==> src/rtl/div_pkg.sv <==
// Shared definitions for the sequential 12/5 restoring divider.
// State encoding, default widths, iteration count and divide-by-zero results.
package div_pkg;

    localparam int WN_DEF = 12;
    localparam int WD_DEF = 5;
    localparam int N_ITER = WN_DEF;

    localparam logic [WN_DEF-1:0] Q_DBZ = 12'hFFF;
    localparam logic [WD_DEF-1:0] R_DBZ = 5'h00;

    typedef enum logic [1:0] {
        IDLE = 2'd0,
        CALC = 2'd1,
        FIX  = 2'd2
    } state_e;

endpackage

==> src/rtl/div_step.sv <==
// One combinational restoring-division step.
// Ports: p_i partial remainder, bit_i next dividend bit, d_i |divisor|;
//        p_o new partial remainder, q_o quotient bit.
module div_step #(
    parameter int WD = 5
) (
    input  logic [WD-1:0] p_i,
    input  logic          bit_i,
    input  logic [WD-1:0] d_i,
    output logic [WD-1:0] p_o,
    output logic          q_o
);

    // Shifted remainder is one bit wider than the divisor.
    logic [WD:0]   t;
    logic [WD-1:0] diff;
    logic          ge;

    assign t    = {p_i, bit_i};
    assign ge   = t >= {1'b0, d_i};
    // When ge holds the difference is below d_i, so the low bits suffice.
    assign diff = t[WD-1:0] - d_i;

    assign p_o = ge ? diff : t[WD-1:0];
    assign q_o = ge;

endmodule

==> src/rtl/seq_div_12x5.sv <==
// Sequential restoring divider, 12-bit dividend by 5-bit divisor, signed or unsigned.
// Ports: clk, rst_n, N/D/T/start in; busy, done, Q, R, dbz, ovf out.
module seq_div_12x5
    import div_pkg::*;
#(
    parameter int WN = WN_DEF,
    parameter int WD = WD_DEF
) (
    input  logic          clk,
    input  logic          rst_n,
    input  logic [WN-1:0] N,
    input  logic [WD-1:0] D,
    input  logic          T,
    input  logic          start,
    output logic          busy,
    output logic          done,
    output logic [WN-1:0] Q,
    output logic [WD-1:0] R,
    output logic          dbz,
    output logic          ovf
);

    localparam int CW = $clog2(WN);

    state_e        state_q;
    logic [CW-1:0] cnt_q;
    logic [WN-1:0] dvd_q;
    logic [WD-1:0] dabs_q;
    logic [WD-1:0] p_q;
    logic          sn_q;
    logic          sd_q;
    logic          dbz_pend_q;
    logic          ovf_pend_q;
    logic          busy_q;
    logic          done_q;
    logic [WN-1:0] q_q;
    logic [WD-1:0] r_q;
    logic          dbz_q;
    logic          ovf_q;

    logic          n_neg_d;
    logic          d_neg_d;
    logic [WN-1:0] n_abs_d;
    logic [WD-1:0] d_abs_d;
    logic          ovf_d;
    logic [WD-1:0] p_d;
    logic          qbit_d;
    logic [WN-1:0] q_res_d;
    logic [WD-1:0] r_res_d;

    // Magnitudes; -(-2048) wraps to 12'h800, which is the right unsigned value.
    assign n_neg_d = T & N[WN-1];
    assign d_neg_d = T & D[WD-1];
    assign n_abs_d = n_neg_d ? -N : N;
    assign d_abs_d = d_neg_d ? -D : D;
    assign ovf_d   = T && (N == {1'b1, {(WN-1){1'b0}}}) && (D == '1);

    div_step #(
        .WD(WD)
    ) u_step (
        .p_i  (p_q),
        .bit_i(dvd_q[WN-1]),
        .d_i  (dabs_q),
        .p_o  (p_d),
        .q_o  (qbit_d)
    );

    // Truncation toward zero: remainder follows the dividend's sign.
    assign q_res_d = (sn_q ^ sd_q) ? -dvd_q : dvd_q;
    assign r_res_d = sn_q ? -p_q : p_q;

    always_ff @(posedge clk or negedge rst_n) begin
        if (!rst_n) begin
            state_q    <= IDLE;
            cnt_q      <= '0;
            dvd_q      <= '0;
            dabs_q     <= '0;
            p_q        <= '0;
            sn_q       <= 1'b0;
            sd_q       <= 1'b0;
            dbz_pend_q <= 1'b0;
            ovf_pend_q <= 1'b0;
            busy_q     <= 1'b0;
            done_q     <= 1'b0;
            q_q        <= '0;
            r_q        <= '0;
            dbz_q      <= 1'b0;
            ovf_q      <= 1'b0;
        end else begin
            done_q <= 1'b0;
            unique case (state_q)
                IDLE: begin
                    if (start) begin
                        busy_q     <= 1'b1;
                        dbz_q      <= 1'b0;
                        ovf_q      <= 1'b0;
                        sn_q       <= n_neg_d;
                        sd_q       <= d_neg_d;
                        dvd_q      <= n_abs_d;
                        dabs_q     <= d_abs_d;
                        p_q        <= '0;
                        cnt_q      <= '0;
                        dbz_pend_q <= (D == '0);
                        ovf_pend_q <= ovf_d;
                        state_q    <= (D == '0) ? FIX : CALC;
                    end
                end
                CALC: begin
                    // Dividend shifts out at the top, quotient bits fill in below.
                    p_q   <= p_d;
                    dvd_q <= {dvd_q[WN-2:0], qbit_d};
                    cnt_q <= cnt_q + 1'b1;
                    if (cnt_q == CW'(WN - 1)) begin
                        state_q <= FIX;
                    end
                end
                FIX: begin
                    busy_q  <= 1'b0;
                    done_q  <= 1'b1;
                    state_q <= IDLE;
                    if (dbz_pend_q) begin
                        q_q   <= WN'(Q_DBZ);
                        r_q   <= WD'(R_DBZ);
                        dbz_q <= 1'b1;
                    end else begin
                        q_q   <= q_res_d;
                        r_q   <= r_res_d;
                        ovf_q <= ovf_pend_q;
                    end
                end
                default: begin
                    state_q <= IDLE;
                end
            endcase
        end
    end

    assign busy = busy_q;
    assign done = done_q;
    assign Q    = q_q;
    assign R    = r_q;
    assign dbz  = dbz_q;
    assign ovf  = ovf_q;

endmodule

==> config.mk <==
export PLATFORM = sky130hd
export DESIGN_NAME = seq_div_12x5
export DESIGN_NICKNAME = d
export VERILOG_FILES = /design/src/rtl/div_pkg.sv /design/src/rtl/div_step.sv /design/src/rtl/seq_div_12x5.sv
export SDC_FILE = /design/constraint.sdc
export NUM_CORES = 1
export LEC_CHECK = 0
export CAP_MARGIN = 5
export CORE_MARGIN = 1
export CORE_UTILIZATION = 55
export CTS_CLUSTER_DIAMETER = 40
export DETAILED_ROUTE_END_ITERATION = 16
export PLACE_DENSITY = 0.82
export REMOVE_ABC_BUFFERS = 1
export SKIP_CTS_REPAIR_TIMING = 1
export SLEW_MARGIN = 20
export SYNTH_ARGS = -nofsm -noshare
export SYNTH_HDL_FRONTEND = slang
export SYNTH_SLANG_ARGS = --single-unit
export TNS_END_PERCENT = 50
==> constraint.sdc <==
create_clock -name clk -period 2.5 [get_ports clk]
set_input_delay 0.25 -clock clk [delete_from_list [all_inputs] [get_ports clk]]
set_output_delay 0.25 -clock clk [all_outputs]
set_load 0.1 [all_outputs]
==> results.cfg <==
[final_layout]
area_growth_pct = 16.6
layout-drive-gt1-share_pct = 12.2
fin_area_sq_um = 3480
fin_nets = 395
seqCellArea_sq_um = 1330
final_cell_count_no_fill = 432
antenna_cells = 0
utilization_pct = 67.2
fillers = 436
multi_input_area_sq_um = 1490

[drt]
dr.pass1.iters = 4
route.antenna.remaining_nets = 0
drc = 0
drt_iter0_drc = 153
vias_per_cell = 5.56
drt_wl_total_um = 5740
vias = 2401
avgRoutedWirePerCell_um = 13.3

[floorplan]
ioPinCount = 42
dieArea_sq_um = 5720
core-area_sq_um = 5170
start_util_pct = 57.7
die_h_um = 75.6
num_rows = 26
die_w_um = 75.6

[clock_tree]
cts.htree.levels = 2
clock_sinks = 53
root_buffer = clkbuf_8
tritoncts = yes
cts_made_buffers = 5
clkTransAtPathRegs_ns = 0.10
insertion_delay_ns = 0.31
clockBufferDepth = 2

[timing]
max_freq_ghz = 0.480
finalSetupViolations = 0
setup_ws_ns = 0.419
period_needed_ns = 2.08
slew_headroom_pct = 56.3
setup_tns_ns = 0
worst_clock_skew_ns = 0.00582
finalCritPeriodShare_pct = 83.3
drv_slew = 0
whs_ns = 0.450
finalHoldViolCount = 0
tightest_slew_ns = 0.654
rsz0062_at_grt = false

[worst_setup_path]
cp_num_buf_inv = 2
critical-path-max-stage-delay_ns = 0.43
required_ns = 2.70
crit_top_cell = inv_1
critPathTopFamily = adder cells
cp_cell_sequence = inv_1 > ha_1 > inv_1 > fa_1 > nand3_1 > a31oi_2 > or2_4 > a221o_1
worstSetupEndpointType = flop
worst_ep_arrival_time_ns = 2.28
worst-path-max-fanout = 5
slowest_stage = dfrtp_1
crit_path_start_kind = flop
crit_type = reg2reg

[pwr]
p_comb_share_pct = 57.3
p_int_mw = 2.38
max-vdd-ir-drop_v = 0.000597
p_total_mw = 4.76
power_frac_seq_pct = 32.6
p_leak_nw = 1.55
clockPowerShare_pct = 10.0
switching_share_pct = 50.0
p_per_area_nw_per_um2 = 1370
power_switching_mw = 2.38

[synth]
synth_cell_type_count = 47
synth_top_area_share_pct = 44.5
ys_ff_latch = 53
syn-cell-area_sq_um = 2980
synthArstFlopShare_pct = 100
yosysMostFrequentCell = dfrtp_1
synth_edf_count = 0
synth_common_cells = dfrtp_1, nor2_1, nand2_1
netlist.top_cell.by_area = dfrtp_1
yosys-top-cells-area = dfrtp_1, xnor2_1, ha_1
yosysWarnings = 0
synthCells = 323
synthFlopType = dfrtp_1
syn_avg_cell_area_sq_um = 9.23
yosysSeqAreaShare_pct = 44.5

[min_path]
hold_path_class = in2async

[global_routing]
antenna_found_initial = 0
grt_overflow = 0
grt_use_total_pct = 21.8
first_global_vias = 2072
grt_pass1_wl_um = 9410
grt_start_max_net_pins = 31

[job]
cap_violations = 0

[place]
place_hpwl_um = 4490
numPlacedInstances = 423
post-place-ws_ns = 0.431
place.gp.congestion = 0.967
placed_area_sq_um = 3380
port_buffers = 41

[run_status]
run_status = complete, no violations
power by group through the flow:
stage / Combinational (mW) / Sequential, mW / Clock (mW)
floorplan: 1.48 / 2.19 / 0
global placement: 2.64 / 1.55 / 0
detailed placement: 2.73 / 1.57 / 0
CTS: 2.74 / 1.55 / 0.488
global route: 2.98 / 1.61 / 0.514
finish: 2.73 / 1.55 / 0.477
cell type report:
cell class	count	share of cell area (%)
tap	70	2.52
clock inverter	3	0.648
timing repair buffer	47	11.5
sequential	53	38.1
multi-input combinational	232	42.8
clock buffer	5	1.98
inverter	22	2.37
layer usage:
metal  GRT usage, %  part of all wire [%]
met1           30.4                    50
met2           35.7                    46
met3           3.17                   3.2
met4           6.17                   1.2
met5              0                     0
tightest hold or removal path, delay by kind of cell:
family / cells / cell delay [ns]
buffers and inverters: 3 / 0.91
logic make-up after synthesis:
logic type / after synthesis / share of synthesized area [%]
simple gates: 99 / 15.9
xor+xnor: 27 / 8.18
compound gates: 91 / 19.5
mux: 2 / 0.671
fa+ha+maj: 13 / 5.70
buf+inv: 38 / 5.62
flops: 53 / 44.5
worst paths after layout:
check                           cells after the start  slack (ns)    endpoint  startpoint
worst min register to register                      2        0.48        busy        busy
worst min-delay path                                3        0.45        Q[2]       rst_n
worst max-delay path                                8        0.42    dvd_q[0]   dvd_q[11]
max in group asynchronous                           3        1.74  state_q[0]       rst_n
worst max register to register                      8        0.42    dvd_q[0]   dvd_q[11]
min in group clk                                    2        0.48        busy        busy
sequential cells by signal, indices dropped and copies added, names as in the netlist:
register and count:
Q 12, R 5, busy 1, cnt_q 4, dabs_q 5, dbz 1, dbz_pend_q 1, done 1
dvd_q 12, ovf 1, ovf_pend_q 1, p_q 5, sd_q 1, sn_q 1, state_q 2
layout by cell type (no fill, tap or decap), types with 3 or more instances in the layout:
cell type,instances
xor2_1,4
a31oi_1,14
o31ai_1,3
xnor2_1,22
dfrtp_1,53
nand2b_1,4
o211ai_1,6
clkinvlp_4,3
nor2b_1,4
buf_4,26
a21oi_1,15
nor2_1,31
o21ai_0,26
nand2_1,29
a22oi_1,10
a22o_1,4
nand4_1,4
clkbuf_8,5
inv_1,21
nor3_1,6
nand3_1,8
ha_1,12
clkdlybuf4s50_1,19
Power figures use the tool's default switching activity.
